File: config.mk
export PLATFORM = sky130hd
export DESIGN_NAME = mux_canal_reg
export DESIGN_NICKNAME = d
export VERILOG_FILES = /design/src/rtl/mux_canal_reg.sv
export SDC_FILE = /design/constraint.sdc
export NUM_CORES = 1
export LEC_CHECK = 0
export BUFFER_PORTS_ARGS = -buffer_cell sky130_fd_sc_hd__buf_2
export CORE_MARGIN = 2
export CORE_UTILIZATION = 30
export CTS_BUF_LIST = sky130_fd_sc_hd__clkbuf_8 sky130_fd_sc_hd__clkbuf_16
export CTS_CLUSTER_DIAMETER = 50
export DETAILED_ROUTE_END_ITERATION = 12
export GPL_ROUTABILITY_DRIVEN = 0
export GPL_TIMING_DRIVEN = 0
export PLACE_DENSITY_LB_ADDON = 0.12
export REMOVE_ABC_BUFFERS = 1
export SLEW_MARGIN = 40
export SYNTH_ARGS = -nofsm -noshare
export SYNTH_HDL_FRONTEND = slang
export SYNTH_SLANG_ARGS = --single-unit
export TNS_END_PERCENT = 10
File: constraint.sdc
create_clock -name clk -period 2.27 [get_ports clk]
set_clock_uncertainty 0.1 [all_clocks]
set_input_delay 0.454 -clock clk [delete_from_list [all_inputs] [get_ports clk]]
set_output_delay 0.454 -clock clk [all_outputs]
set_load 0.01 [all_outputs]
File: src/rtl/mux_canal_reg.sv
// mux_canal_reg -- N-channel, W-bit registered multiplexer with a one-entry
// output register, a stored select register and an optional round-robin scan.
//
// Ports:
//   clk        rising-edge clock for all state
//   rst_n      synchronous active-low reset
//   mode       0 = fixed select (cur_sel), 1 = round-robin scan
//   sel_in     new select / pointer value
//   sel_load   load sel_in into the select register at the next edge
//   in_data    N packed channels, channel i at bits [i*W +: W]
//   in_valid   per-channel data valid
//   in_ready   per-channel accept, at most one bit set
//   out_data   registered output data
//   out_valid  output register holds data
//   out_ready  consumer accepts out_data
//   cur_sel    select register (fixed mode) / last-granted pointer (RR mode)
//
// Handshake: a word moves across an interface on a rising edge where both
// valid and ready are high. A producer holds valid/data until it sees ready;
// ready never waits on valid in fixed mode. The output slot may drain and
// refill on the same edge, so sustained throughput is one word per cycle.

module mux_canal_reg #(
    parameter int W     = 8,
    parameter int N     = 4,
    parameter int SEL_W = 2
) (
    input  logic             clk,
    input  logic             rst_n,
    input  logic             mode,
    input  logic [SEL_W-1:0] sel_in,
    input  logic             sel_load,
    input  logic [N*W-1:0]   in_data,
    input  logic [N-1:0]     in_valid,
    output logic [N-1:0]     in_ready,
    output logic [W-1:0]     out_data,
    output logic             out_valid,
    input  logic             out_ready,
    output logic [SEL_W-1:0] cur_sel
);

    logic             space;
    logic             grant_found;
    logic [SEL_W-1:0] grant_idx;
    logic             grant_valid;
    logic [W-1:0]     grant_data;
    logic             transfer;

    // Output slot is free when empty or being drained this cycle.
    assign space = !out_valid || out_ready;

    // Grant selection. In RR mode the search starts one past the stored
    // pointer (taken modulo N, so out-of-range pointers still work) and ends
    // back at the pointer itself.
    always_comb begin
        int start;
        int cand;
        grant_found = 1'b0;
        grant_idx   = '0;
        start       = int'(cur_sel) % N;
        cand        = 0;
        if (!mode) begin
            if (int'(cur_sel) < N) begin
                grant_found = 1'b1;
                grant_idx   = cur_sel;
            end
        end else begin
            for (int k = 1; k <= N; k++) begin
                cand = (start + k) % N;
                for (int j = 0; j < N; j++) begin
                    if (!grant_found && j == cand && in_valid[j]) begin
                        grant_found = 1'b1;
                        grant_idx   = SEL_W'(j);
                    end
                end
            end
        end
    end

    // Route the granted channel's valid and data; only indices < N exist.
    always_comb begin
        grant_valid = 1'b0;
        grant_data  = '0;
        for (int i = 0; i < N; i++) begin
            if (int'(grant_idx) == i) begin
                grant_valid = in_valid[i];
                grant_data  = in_data[i*W +: W];
            end
        end
    end

    // in_ready is held low during reset so nothing appears accepted.
    always_comb begin
        in_ready = '0;
        for (int i = 0; i < N; i++) begin
            in_ready[i] = rst_n && grant_found && space && (int'(grant_idx) == i);
        end
    end

    assign transfer = rst_n && grant_found && space && grant_valid;

    always_ff @(posedge clk) begin
        if (!rst_n) begin
            out_valid <= 1'b0;
            out_data  <= '0;
            cur_sel   <= '0;
        end else begin
            if (transfer) begin
                out_data  <= grant_data;
                out_valid <= 1'b1;
            end else if (out_ready) begin
                out_valid <= 1'b0;
            end

            // An explicit load beats the round-robin pointer advance.
            if (sel_load) begin
                cur_sel <= sel_in;
            end else if (mode && transfer) begin
                cur_sel <= grant_idx;
            end
        end
    end

endmodule
==> qor.yml, run 1 <==
global_route:
  grtUsageTotal: 0.148
  grt_util_met3: 0.0484
  initial_antenna_violation_count: 0
  gr-usage-met2: 0.260
  grt_max_degree: 13
  grtUsageMet1: 0.167
  overflow: 0
  grt_busiest_layer: "met2"
  first_pass_grt_wire_length_mm: 3.85
  grt_pass1_vias: 911
setup_path:
  critical_path.startpoint_type: "input pin"
  reg2regPathDepth: 7
  end_kind: "output port"
  r2r-end: "out_data[7]"
  rr_startpoint: "cur_sel[1]"
  critical_path.endpoint: "in_ready[3]"
  worstSetupStartpoint: "in_valid[0]"
  timing.critical_path.arrival_ns: 1.67
  critPathKind: "in2out"
  worst_ep_required_time_ns: 1.72
  regToRegSetupSlack_ns: 0.08
  critical_path_peak_fanout: 8
yosys:
  synth-seq-cells: 11
  post_synth_inst_count: 102
  post_synth.cell_area_avg_um2: 8.72
  synth_area_leader_cell: "sky130_fd_sc_hd__mux2i_1"
  synth_sequential_area_ratio: 0.248
  synth.yosys.warnings: 0
  synthDistinctLibCells: 28
  syn_area_um2: 890
  synth_flop_cell: "sky130_fd_sc_hd__dfxtp_1"
  synth_area_leaders: "sky130_fd_sc_hd__mux2i_1 28%, sky130_fd_sc_hd__dfxtp_1 25%, sky130_fd_sc_hd__mux2_2 10%"
  synth_top_area_frac: 0.281
  synth-async-reset-ratio: 0
  synth_enable_flop_cells: 0
pwr:
  power.combinational.fraction: 0.404
  switching_power_mw: 0.228
  internal_power_mw: 0.495
  vdd_drop_max_uv: 334
  cellPowerDensity_nw_per_um2: 542
  leakagePower_nw: 0.713
  power_mw: 0.724
  p_seq_frac: 0.335
  power.share.switching: 0.315
  clock_power_share: 0.261
timing:
  fin_setup_tns_ns: 0
  tightestPinTransition_ns: 0.759
  fin_crit_ns: 2.23
  slew-limit-headroom: 0.494
  finalSetupViolCount: 0
  final-hold-violation-count: 0
  postLayoutSetupSlackWorst_ns: 0.0444
  rsz_0062_raised_after_global_routing: "true"
  final.period_utilization: 0.980
  max_freq_mhz: 449
  final_max_slew_viol_count: 0
die:
  die_w_um: 58.5
  dieArea_um2: 3420
  ioPinCount: 58
  core_region_area_um2: 2780
  row_count: 19
  floorplan.initialDensity: 0.320
  die_h_um: 58.5
placement:
  io_buffers: 57
  detailedPlace.worstSlack_ns: -0.431
  dp.final_hpwl_mm: 1.72
  post-place-cells: 185
  placed_cell_area_um2: 1190
routing:
  drc: 0
  num_vias: 975
  detailedRoute.firstIterationViolations: 10
  post_drt_via_cell_ratio: 4.97
  first_pass_iters: 4
  wl_per_cell_um: 12.6
  drtAntennaViolNets: 0
  finalWirelength_mm: 2.46
status:
  result_of_the_run: "complete, no violations"
layout:
  insertedDiodeCount: 0
  stdcell_area_um2: 1340
  flow.area_growth_from_synthesis_pct: 50.1
  layout.nets: 209
  drive_gt1_frac: 0.539
  instances_no_fill: 196
min_path:
  hold_path.class: "reg2reg"
clock_tree:
  clkTransAtPathRegs_ns: 0.05
  tritoncts: "done"
  clock-root-buffer: "sky130_fd_sc_hd__clkbuf_8"
  cts_htree_levels: 1
  clock_buffers_created_by_tritoncts: 3
  insertion_delay_ns: 0.23
  ctsHoldBuffers: 0
  maximum_buffer_depth_of_the_clock_tree: 2
  cts.sink_count: 11
run:
  timing.max_cap.violations: 0
stage by stage:
stage	hold WS, ns	util
final	0.352	0.480
after floorplan	0.382	-
after global routing	0.374	0.480
after detailed placement	0.348	0.429
after CTS	0.356	0.467
after global placement	0.345	0.426
metal layers:
| metal | part of all wire | vias to the layer above |
|---|---|---|
| met3 | 0.088 | 4 |
| li1 | - | 497 |
| met2 | 0.48 | 34 |
| met5 | 0 | - |
| met4 | 0.014 | 0 |
| met1 | 0.41 | 440 |
critical path: stages:
cell and delay (ns):
sky130_fd_sc_hd__buf_2 0.16, sky130_fd_sc_hd__a21oi_2 0.16, sky130_fd_sc_hd__o21ai_2 0.08, sky130_fd_sc_hd__a21boi_2 0.27, sky130_fd_sc_hd__o21ai_4 0.11, sky130_fd_sc_hd__buf_4 0.15
sky130_fd_sc_hd__nor3_2 0.15, sky130_fd_sc_hd__buf_2 0.14
how the worst min path moves through the flow:
stage / from / to / slack [ns] / depth (start not counted)
3_5_place_dp: out_data[0] / out_data[0] / 0.35 / 2
3_3_place_gp: out_data[0] / out_data[0] / 0.35 / 2
4_1_cts: out_data[0] / out_data[0] / 0.36 / 2
2_1_floorplan: out_data[0] / out_data[0] / 0.38 / 2
5_1_grt: out_data[0] / out_data[0] / 0.37 / 2
6_report: out_data[0] / out_data[0] / 0.35 / 2
synthesized netlist by cell type (all sizes together) (2+ instances only):
cell type and number:
nor3 3, a21boi 2, mux2 10, nor3b 2, and2 2, inv 2, nor2 4, nand2 15
buf 4, dfxtp 11, a21oi 4, nand2b 4, o21ai 5, mux2i 25, a22oi 2
kinds of logic (layout without fill, tap and decap cells):
family,after synthesis,count (layout),synth area share
mux,35,35,0.408
flops,11,11,0.248
compound gates,16,17,0.115
simple gates,33,33,0.190
buf+inv,7,69,0.0394
power groups by stage:
| stage | combinational [mW] | clock (mW) | sequential [mW] |
|---|---|---|---|
| finish | 0.293 | 0.189 | 0.243 |
| global route | 0.320 | 0.210 | 0.246 |
| CTS | 0.288 | 0.198 | 0.243 |
| detailed placement | 0.267 | 0 | 0.244 |
| global placement | 0.261 | 0 | 0.244 |
| floorplan | 0.150 | 0 | 0.257 |
cell usage in the layout, fill, tap and decap left out:
master	n
sky130_fd_sc_hd__buf_2	57
sky130_fd_sc_hd__mux2i_1	25
sky130_fd_sc_hd__nand2_1	15
sky130_fd_sc_hd__dfxtp_1	9
sky130_fd_sc_hd__mux2_2	8
sky130_fd_sc_hd__buf_4	6
sky130_fd_sc_hd__nand2b_1	4
sky130_fd_sc_hd__nor2_1	4
sky130_fd_sc_hd__a21oi_2	3
sky130_fd_sc_hd__o21ai_0	3
sky130_fd_sc_hd__clkbuf_8	3
sky130_fd_sc_hd__a22oi_1	2
sky130_fd_sc_hd__o21ai_2	2
sky130_fd_sc_hd__nor3_2	2
sky130_fd_sc_hd__nor3b_1	2
sky130_fd_sc_hd__inv_1	2
sky130_fd_sc_hd__mux2_1	2
sky130_fd_sc_hd__and2_1	2
sky130_fd_sc_hd__nor2b_4	1
sky130_fd_sc_hd__a21boi_2	1
sky130_fd_sc_hd__nand4_1	1
sky130_fd_sc_hd__o21ai_4	1
sky130_fd_sc_hd__a21oi_1	1
sky130_fd_sc_hd__nor3_4	1
sky130_fd_sc_hd__inv_2	1
sky130_fd_sc_hd__nor4_1	1
sky130_fd_sc_hd__a21o_1	1
sky130_fd_sc_hd__a211oi_1	1
sky130_fd_sc_hd__a211o_2	1
sky130_fd_sc_hd__a21boi_1	1
sky130_fd_sc_hd__dfxtp_4	1
sky130_fd_sc_hd__dfxtp_2	1
state kept, by name (all words and copies together), names as in the netlist:
register and flops:
cur_sel 2, out_data 8, out_valid 1
layout make-up:
| class | count | area [um2] |
|---|---|---|
| Timing Repair Buffer | 63 | 330 |
| Clock inverter | 1 | 3.75 |
| Multi-Input combinational cell | 85 | 688 |
| Sequential cell | 11 | 225 |
| Fill cell | 275 | 1450 |
| Clock buffer | 3 | 41.3 |
| Tap cell | 31 | 38.8 |
| Inverter | 2 | 7.51 |
repair_timing:
action | 4_1_cts | 5_1_grt
buffers inserted | 6 | 0
gates cloned | 1 | 0
pin swaps | 4 | 2
gates resized for setup | 3 | 11
setup endpoints to repair | 13 | 13
endpoints found under the hold margin | 0 | 0
Power figures use the tool's default switching activity.
==> run 2, diff against run 1 <==
--- a/config.mk
+++ b/config.mk
@@ -5,8 +5,8 @@
 export SDC_FILE = /design/constraint.sdc
 export NUM_CORES = 1
 export LEC_CHECK = 0
+export ABC_AREA = 1
 export BUFFER_PORTS_ARGS = -buffer_cell sky130_fd_sc_hd__buf_2
-export CORE_MARGIN = 2
 export CORE_UTILIZATION = 30
 export CTS_BUF_LIST = sky130_fd_sc_hd__clkbuf_8 sky130_fd_sc_hd__clkbuf_16
 export CTS_CLUSTER_DIAMETER = 50
==> qor.yml, run 2 <==
status:
  result_of_the_run: "finished, violations left"  # was complete, no violations
  failing_checks: "negative setup slack"
timing:
  final.period_utilization: 1.23  # was 0.980
  finalHoldWorstSlack_ns: 0.397  # was 0.352 ns
  postLayoutSetupSlackWorst_ns: -0.522  # was 0.0444 ns
  slew-limit-headroom: 0.764  # was 0.494
  finalSetupViolCount: 15  # was 0
  fin_crit_ns: 2.79  # was 2.23 ns
  final-hold-violation-count: 0  # unchanged
  max_freq_mhz: 358  # was 449 MHz
  rsz_0062_raised_after_global_routing: "true"  # unchanged
  final_max_slew_viol_count: 0  # unchanged
  tightestPinTransition_ns: 0.353  # was 0.759 ns
  fin_setup_tns_ns: -5.62  # was 0 ns
placement:
  post-place-cells: 280  # was 185
  io_buffers: 57  # unchanged
  dp.final_hpwl_mm: 2.45  # was 1.72 mm
clock_tree:
  clock-root-buffer: "sky130_fd_sc_hd__clkbuf_8"  # unchanged
  maximum_buffer_depth_of_the_clock_tree: 2  # unchanged
  clock_buffers_created_by_tritoncts: 3  # unchanged
  ctsHoldBuffers: 0  # unchanged
  tritoncts: "done"  # unchanged
  cts.sink_count: 11  # unchanged
  clkTransAtPathRegs_ns: 0.05  # about the same
  insertion_delay_ns: 0.23  # about the same
  cts_htree_levels: 1  # unchanged
yosys:
  syn_area_um2: 1070  # was 890 um2
  synth_top_area_frac: 0.205  # was 0.281
  synthDistinctLibCells: 26  # was 28
  synth_flop_cell: "sky130_fd_sc_hd__dfxtp_1"  # unchanged
  synth-async-reset-ratio: 0  # unchanged
  post_synth_most_frequent_cells: "40 x sky130_fd_sc_hd__nand2_1, 25 x sky130_fd_sc_hd__a21oi_1, 23 x sky130_fd_sc_hd__inv_1"  # was 25 x sky130_fd_sc_hd__mux2i_1, 15 x sky130_fd_sc_hd__nand2_1, 11 x sky130_fd_sc_hd__dfxtp_1
  post-synth-top-count-cell: "sky130_fd_sc_hd__nand2_1"  # was sky130_fd_sc_hd__mux2i_1
  synth.yosys.warnings: 0  # unchanged
  post_synth.cell_area_avg_um2: 5.94  # was 8.72 um2
  synth_sequential_area_ratio: 0.205  # was 0.248
  synth_enable_flop_cells: 0  # unchanged
  post_synth_inst_count: 181  # was 102
  synth-seq-cells: 11  # unchanged
  synth_area_leader_cell: "sky130_fd_sc_hd__dfxtp_1"  # was sky130_fd_sc_hd__mux2i_1
  synth_area_leaders: "sky130_fd_sc_hd__dfxtp_1 20%, sky130_fd_sc_hd__nand2_1 14%, sky130_fd_sc_hd__a21oi_1 12%"  # was sky130_fd_sc_hd__mux2i_1 28%, sky130_fd_sc_hd__dfxtp_1 25%, sky130_fd_sc_hd__mux2_2 10%
pwr:
  leakagePower_nw: 0.904  # was 0.713 nW
  vdd_drop_max_uv: 470  # was 334 uV
  cellPowerDensity_nw_per_um2: 538  # was 542 nW/um2
die:
  core_region_area_um2: 3390  # was 2780 um2
  floorplan.initialDensity: 0.317  # was 0.320
  row_count: 21  # was 19
  die_w_um: 61.9  # was 58.5 um
  dieArea_um2: 3830  # was 3420 um2
  ioPinCount: 58  # unchanged
  die_h_um: 61.9  # was 58.5 um
setup_path:
  end_kind: "output port"  # unchanged
  largest_stage_delay_on_the_critical_path_ns: 0.38  # was 0.27 ns
  critical-path-top-delay-family: "simple AND/OR/NAND/NOR gates"  # was compound AO/OA/AOI/OAI gates
  worst_ep_required_time_ns: 1.72  # about the same
  critical_path_peak_fanout: 5  # was 8
  timing.critical_path.arrival_ns: 2.24  # was 1.67 ns
  critical_path.n_buffers_inverters: 4  # was 3
  rr_startpoint: "cur_sel[0]"  # was cur_sel[1]
  worstSetupStartpoint: "cur_sel[0]"  # was in_valid[0]
  cp_slowest_cell: "sky130_fd_sc_hd__dfxtp_4"  # was sky130_fd_sc_hd__a21boi_2
  critical-path-top-cell-by-count: "sky130_fd_sc_hd__nor2_4"  # was sky130_fd_sc_hd__buf_2
  critPathKind: "reg2out"  # was in2out
  critical_path.startpoint_type: "flip-flop"  # was input pin
  timing.critical_path.cells: "inv_4 -> nor2_4 -> nand2_2 -> nand2_4 -> nor2_4 -> nand4_4 -> nor2_4 -> buf_4 -> nand2_1 -> nand3_2 -> nor2_2 -> nand3_2 -> nor2_4 -> nor2_4 -> buf_4 -> nor3_1 -> buf_2"  # was buf_2 -> a21oi_2 -> o21ai_2 -> a21boi_2 -> o21ai_4 -> buf_4 -> nor3_2 -> buf_2
layout:
  max_flop_register: "out_data"  # unchanged
  drive_gt1_frac: 0.464  # was 0.539
  layout.nets: 296  # was 209
  instances_no_fill: 298  # was 196
  largest_reg_flops: 8  # unchanged
  insertedDiodeCount: 0  # unchanged
  fin_util: 0.502  # was 0.480
  mostFrequentLayoutCell: "sky130_fd_sc_hd__buf_2"  # unchanged
  flow.area_growth_from_synthesis_pct: 58.3  # was 50.1%
  largestRegisters: "out_data: 8 flops, cur_sel: 2 flops, out_valid: 1 flops"  # unchanged
  layout.cells.most_common_list: "56 x sky130_fd_sc_hd__buf_2, 37 x sky130_fd_sc_hd__nand2_1, 23 x sky130_fd_sc_hd__a21oi_1"  # was 57 x sky130_fd_sc_hd__buf_2, 25 x sky130_fd_sc_hd__mux2i_1, 15 x sky130_fd_sc_hd__nand2_1
  fill_cells: 337  # was 275
routing:
  wl_per_cell_um: 11.1  # was 12.6 um
  detailedRoute.firstIterationViolations: 63  # was 10
  drc: 0  # unchanged
  drtAntennaViolNets: 0  # unchanged
  num_vias: 1341  # was 975
  first_pass_iters: 4  # unchanged
  post_drt_via_cell_ratio: 4.50  # was 4.97
  finalWirelength_mm: 3.30  # was 2.46 mm
min_path:
  holdCritStartpoint: "in_data[25]"  # was out_data[0]
  hold_path.class: "in2reg"  # was reg2reg
global_route:
  grt_pass1_vias: 1126  # was 911
  first_pass_grt_wire_length_mm: 4.84  # was 3.85 mm
  grt_max_degree: 14  # was 13
  grtUsageTotal: 0.172  # was 0.148
  overflow: 0  # unchanged
  initial_antenna_violation_count: 0  # unchanged
run:
  timing.max_cap.violations: 0  # unchanged
==> run 2: cell count changes in the layout (fill, tap and decap cells not counted), sizes merged, moves of 3 or more <==
cell / previous run / this run
nand3: 0 / 22
nand2b: 4 / 0
nand4: 1 / 4
mux2: 10 / 0
mux2i: 25 / 0
nor2: 4 / 25
inv: 3 / 25
buf: 63 / 71
a21oi: 4 / 26
o21ai: 6 / 11
nand2: 15 / 46
==> run 2: power by group <==
group | total (mW) | switching [mW] | internal [mW]
clock | 0.191 | 0.0706 | 0.120
combinational | 0.485 | 0.283 | 0.202
sequential | 0.240 | 0.0183 | 0.222
total | 0.916 | 0.372 | 0.544
==> run 2: area by class of cell <==
type	instances	area, um2	share of cell area
clock buffer	3	41.3	0.0243
clock inverter	1	5.00	0.00294
inverter	26	110	0.0647
multi-input combinational	140	863	0.507
sequential	11	228	0.134
tap	46	57.6	0.0338
timing repair buffer	71	397	0.233
==> run 2: cell families (layout without fill, tap and decap cells) <==
group,after synthesis,count (layout),share of synthesized area
and+or+nand+nor,101,101,0.482
AOI/OAI and AO/OA,39,39,0.197
buffers and inverters,30,101,0.116
DFF,11,11,0.205
==> run 2: worst paths after layout <==
kind | to | slack, ns | cells past startpoint
setup reg to reg | cur_sel[1] | -0.39 | 21
hold reg to reg | out_data[5] | 0.41 | 2
hold / removal | out_data[1] | 0.40 | 3
setup / recovery | in_ready[1] | -0.52 | 17
==> run 2: stage by stage <==
step,power [mW],area (um2),worst slack (ns)
2_1_floorplan,0.492,1050,-0.389
3_3_place_gp,0.624,1390,-0.950
3_5_place_dp,0.624,1390,-0.746
4_1_cts,0.897,1640,-0.559
5_1_grt,0.980,1700,-0.647
6_report,0.916,1700,-0.522
==> run 2: repair_timing <==
item	in CTS	in global routing
resized for setup	29	12
cloned	0	0
endpoints found under the setup margin	15	15
buffers inserted	13	1
pin swaps	10	11
endpoints found under the hold margin	0	0
==> run 2: worst register-to-register path, cell delays in order, from the launching register on <==
cell,delay (ns)
sky130_fd_sc_hd__dfxtp_4,0.38
sky130_fd_sc_hd__inv_4,0.05
sky130_fd_sc_hd__nor2_4,0.14
sky130_fd_sc_hd__nand2_2,0.09
sky130_fd_sc_hd__nand2_4,0.07
sky130_fd_sc_hd__nor2_4,0.05
sky130_fd_sc_hd__nand4_4,0.07
sky130_fd_sc_hd__nor2_4,0.05
sky130_fd_sc_hd__buf_4,0.13
sky130_fd_sc_hd__nand2_1,0.07
sky130_fd_sc_hd__nand3_2,0.07
sky130_fd_sc_hd__nor2_2,0.10
sky130_fd_sc_hd__nand3_2,0.12
sky130_fd_sc_hd__o21bai_4,0.33
sky130_fd_sc_hd__nand3_1,0.12
sky130_fd_sc_hd__nand2_1,0.09
sky130_fd_sc_hd__inv_1,0.04
sky130_fd_sc_hd__nand2_2,0.10
sky130_fd_sc_hd__nand2_8,0.10
sky130_fd_sc_hd__nand2_2,0.10
sky130_fd_sc_hd__nand3_1,0.06
sky130_fd_sc_hd__a21oi_1,0.14
==> run 2: metal layers <==
layer	global-route usage	vias to the layer above	share of wire
li1	-	733	-
met2	0.272	26	0.46
met1	0.249	578	0.51
met4	0.0444	0	0.0082
met3	0.0166	4	0.022
met5	0	-	0
==> run 3, diff against run 2 <==
--- a/config.mk
+++ b/config.mk
@@ -8,7 +8,7 @@
 export ABC_AREA = 1
 export BUFFER_PORTS_ARGS = -buffer_cell sky130_fd_sc_hd__buf_2
 export CORE_UTILIZATION = 30
-export CTS_BUF_LIST = sky130_fd_sc_hd__clkbuf_8 sky130_fd_sc_hd__clkbuf_16
+export CTS_BUF_LIST = sky130_fd_sc_hd__clkbuf_4
 export CTS_CLUSTER_DIAMETER = 50
 export DETAILED_ROUTE_END_ITERATION = 12
 export GPL_ROUTABILITY_DRIVEN = 0
==> qor.yml, run 3 (same netlist as run 2, synthesis figures left out) <==
setup_path:
  critical_path.startpoint_type: "flip-flop"  # unchanged
  timing.critical_path.arrival_ns: 2.27  # was 2.24 ns
  worst_ep_required_time_ns: 1.72  # about the same
  critical_path_peak_fanout: 5  # unchanged
  regToRegSetupSlack_ns: -0.39  # about the same
  critPathKind: "reg2out"  # unchanged
  end_kind: "output port"  # unchanged
global_route:
  overflow: 0  # unchanged
  first_pass_grt_wire_length_mm: 4.84  # unchanged
  grtUsageTotal: 0.172  # unchanged
  initial_antenna_violation_count: 0  # unchanged
  grt_pass1_vias: 1126  # unchanged
  grt_max_degree: 14  # unchanged
pwr:
  vdd_drop_max_uv: 403  # was 470 uV
  switching_power_mw: 0.366  # was 0.372 mW
  p_seq_frac: 0.281  # was 0.262
  cellPowerDensity_nw_per_um2: 507  # was 538 nW/um2
  power.combinational.fraction: 0.568  # was 0.529
  leakagePower_nw: 0.896  # was 0.904 nW
  power.share.switching: 0.428  # was 0.406
  internal_power_mw: 0.488  # was 0.544 mW
  clock_power_share: 0.151  # was 0.209
timing:
  final.period_utilization: 1.25  # was 1.23
  max_freq_mhz: 354  # was 358 MHz
  tightestPinTransition_ns: 0.351  # was 0.353 ns
  final_max_slew_viol_count: 0  # unchanged
  rsz_0062_raised_after_global_routing: "true"  # unchanged
  finalSetupViolCount: 15  # unchanged
  final-hold-violation-count: 0  # unchanged
  slew-limit-headroom: 0.765  # was 0.764
  fin_crit_ns: 2.83  # was 2.79 ns
  postLayoutSetupSlackWorst_ns: -0.559  # was -0.522 ns
placement:
  post-place-cells: 280  # unchanged
  dp.final_hpwl_mm: 2.45  # unchanged
  io_buffers: 57  # unchanged
  detailedPlace.worstSlack_ns: -0.746  # unchanged
min_path:
  hold_path.class: "in2reg"  # unchanged
routing:
  drc: 0  # unchanged
  post_drt_via_cell_ratio: 4.51  # was 4.50
  finalWirelength_mm: 3.29  # was 3.30 mm
  num_vias: 1345  # was 1,341
  drtAntennaViolNets: 0  # unchanged
  wl_per_cell_um: 11.0  # was 11.1 um
  detailedRoute.firstIterationViolations: 61  # was 63
  first_pass_iters: 4  # unchanged
clock_tree:
  clkTransAtPathRegs_ns: 0.07  # was 0.05 ns
  clock-root-buffer: "sky130_fd_sc_hd__clkbuf_4"  # was sky130_fd_sc_hd__clkbuf_8
  maximum_buffer_depth_of_the_clock_tree: 2  # unchanged
  ctsHoldBuffers: 0  # unchanged
  insertion_delay_ns: 0.26  # was 0.23 ns
  cts_htree_levels: 1  # unchanged
  clock_buffers_created_by_tritoncts: 3  # unchanged
  cts.sink_count: 11  # unchanged
  tritoncts: "done"  # unchanged
layout:
  layout.cells.most_common_list: "56 x sky130_fd_sc_hd__buf_2, 37 x sky130_fd_sc_hd__nand2_1, 23 x sky130_fd_sc_hd__a21oi_1"  # unchanged
  area_of_the_multi_input_gates_um2: 863  # unchanged
  max_flop_register: "out_data"  # unchanged
  mostFrequentLayoutCell: "sky130_fd_sc_hd__buf_2"  # unchanged
  final-seq-area_um2: 228  # unchanged
  instances_no_fill: 298  # unchanged
  flow.area_growth_from_synthesis_pct: 56.6  # was 58.3%
  largest_reg_flops: 8  # unchanged
  insertedDiodeCount: 0  # unchanged
  largestRegisters: "out_data: 8 flops, cur_sel: 2 flops, out_valid: 1 flops"  # unchanged
  fill_cells: 343  # was 337
  drive_gt1_frac: 0.464  # unchanged
  fin_util: 0.496  # was 0.502
  layout.nets: 296  # unchanged
die:
  floorplan.initialDensity: 0.317  # unchanged
  core_region_area_um2: 3390  # unchanged
  die_w_um: 61.9  # unchanged
  dieArea_um2: 3830  # unchanged
  row_count: 21  # unchanged
  die_h_um: 61.9  # unchanged
  ioPinCount: 58  # unchanged
status:
  result_of_the_run: "finished, violations left"  # unchanged
  failing_checks: "negative setup slack"  # unchanged
run:
  timing.max_cap.violations: 0  # unchanged
[run 3: cell types whose count changed in the layout (fill, tap and decap cells not counted)]
cell                       previous run  this run
sky130_fd_sc_hd__clkbuf_4             0         3
sky130_fd_sc_hd__clkbuf_8             3         0
[run 3: cell type report]
| type | count | share of cell area |
|---|---|---|
| multi-input cells | 140 | 0.513 |
| repair buffers | 71 | 0.236 |
| clock inverters | 1 | 0.00297 |
| clock buffers | 3 | 0.0134 |
| inverters | 26 | 0.0654 |
| well taps | 46 | 0.0342 |
| flip-flops and latches | 11 | 0.135 |
[run 3: final timing paths]
check | endpoint | from | depth (start not counted)
setup / recovery | in_ready[1] | cur_sel[0] | 17
hold reg to reg | out_data[5] | out_data[5] | 2
setup reg to reg | cur_sel[1] | cur_sel[0] | 21
hold / removal | out_data[1] | in_data[25] | 3
[run 3: through the flow]
step	hold WS, ns	TNS (ns)	total power, mW	cell area [um2]
floorplan	0.434	-5.07	0.492	1050
global placement	0.404	-12.66	0.624	1390
detailed placement	0.404	-9.93	0.624	1390
CTS	0.356	-6.84	0.835	1620
global route	0.358	-8.25	0.919	1680
finish	0.362	-5.79	0.853	1680
[run 3: metal layers]
layer	global-route usage	vias to the layer above	part of all wire
met5	0	-	0
met4	0.0444	0	0.0082
met3	0.0166	4	0.025
met2	0.270	29	0.46
met1	0.250	579	0.51
li1	-	733	-
[run 3: critical path: stages, from the launching register on]
cell and delay [ns]:
sky130_fd_sc_hd__dfxtp_4 0.39, sky130_fd_sc_hd__inv_4 0.05, sky130_fd_sc_hd__nor2_4 0.14, sky130_fd_sc_hd__nand2_2 0.09
sky130_fd_sc_hd__nand2_4 0.07, sky130_fd_sc_hd__nor2_4 0.05, sky130_fd_sc_hd__nand4_4 0.07, sky130_fd_sc_hd__nor2_4 0.05
sky130_fd_sc_hd__buf_4 0.13, sky130_fd_sc_hd__nand2_1 0.07, sky130_fd_sc_hd__nand3_2 0.07, sky130_fd_sc_hd__nor2_2 0.10
sky130_fd_sc_hd__nand3_2 0.12, sky130_fd_sc_hd__nor2_4 0.15, sky130_fd_sc_hd__nor2_4 0.05, sky130_fd_sc_hd__buf_4 0.14
sky130_fd_sc_hd__nor3_1 0.11, sky130_fd_sc_hd__buf_2 0.15
[run 3: power groups by stage]
stage | Clock, mW | Combinational (mW) | Sequential, mW
6_report | 0.129 | 0.485 | 0.240
3_5_place_dp | 0 | 0.380 | 0.244
3_3_place_gp | 0 | 0.380 | 0.244
2_1_floorplan | 0 | 0.235 | 0.256
4_1_cts | 0.135 | 0.461 | 0.240
5_1_grt | 0.147 | 0.529 | 0.243
[run 3: what timing repair did]
action,4_1_cts,5_1_grt
gates cloned,0,0
setup endpoints to repair,15,15
pin swaps,10,11
gates resized for setup,29,12
buffers inserted,13,1
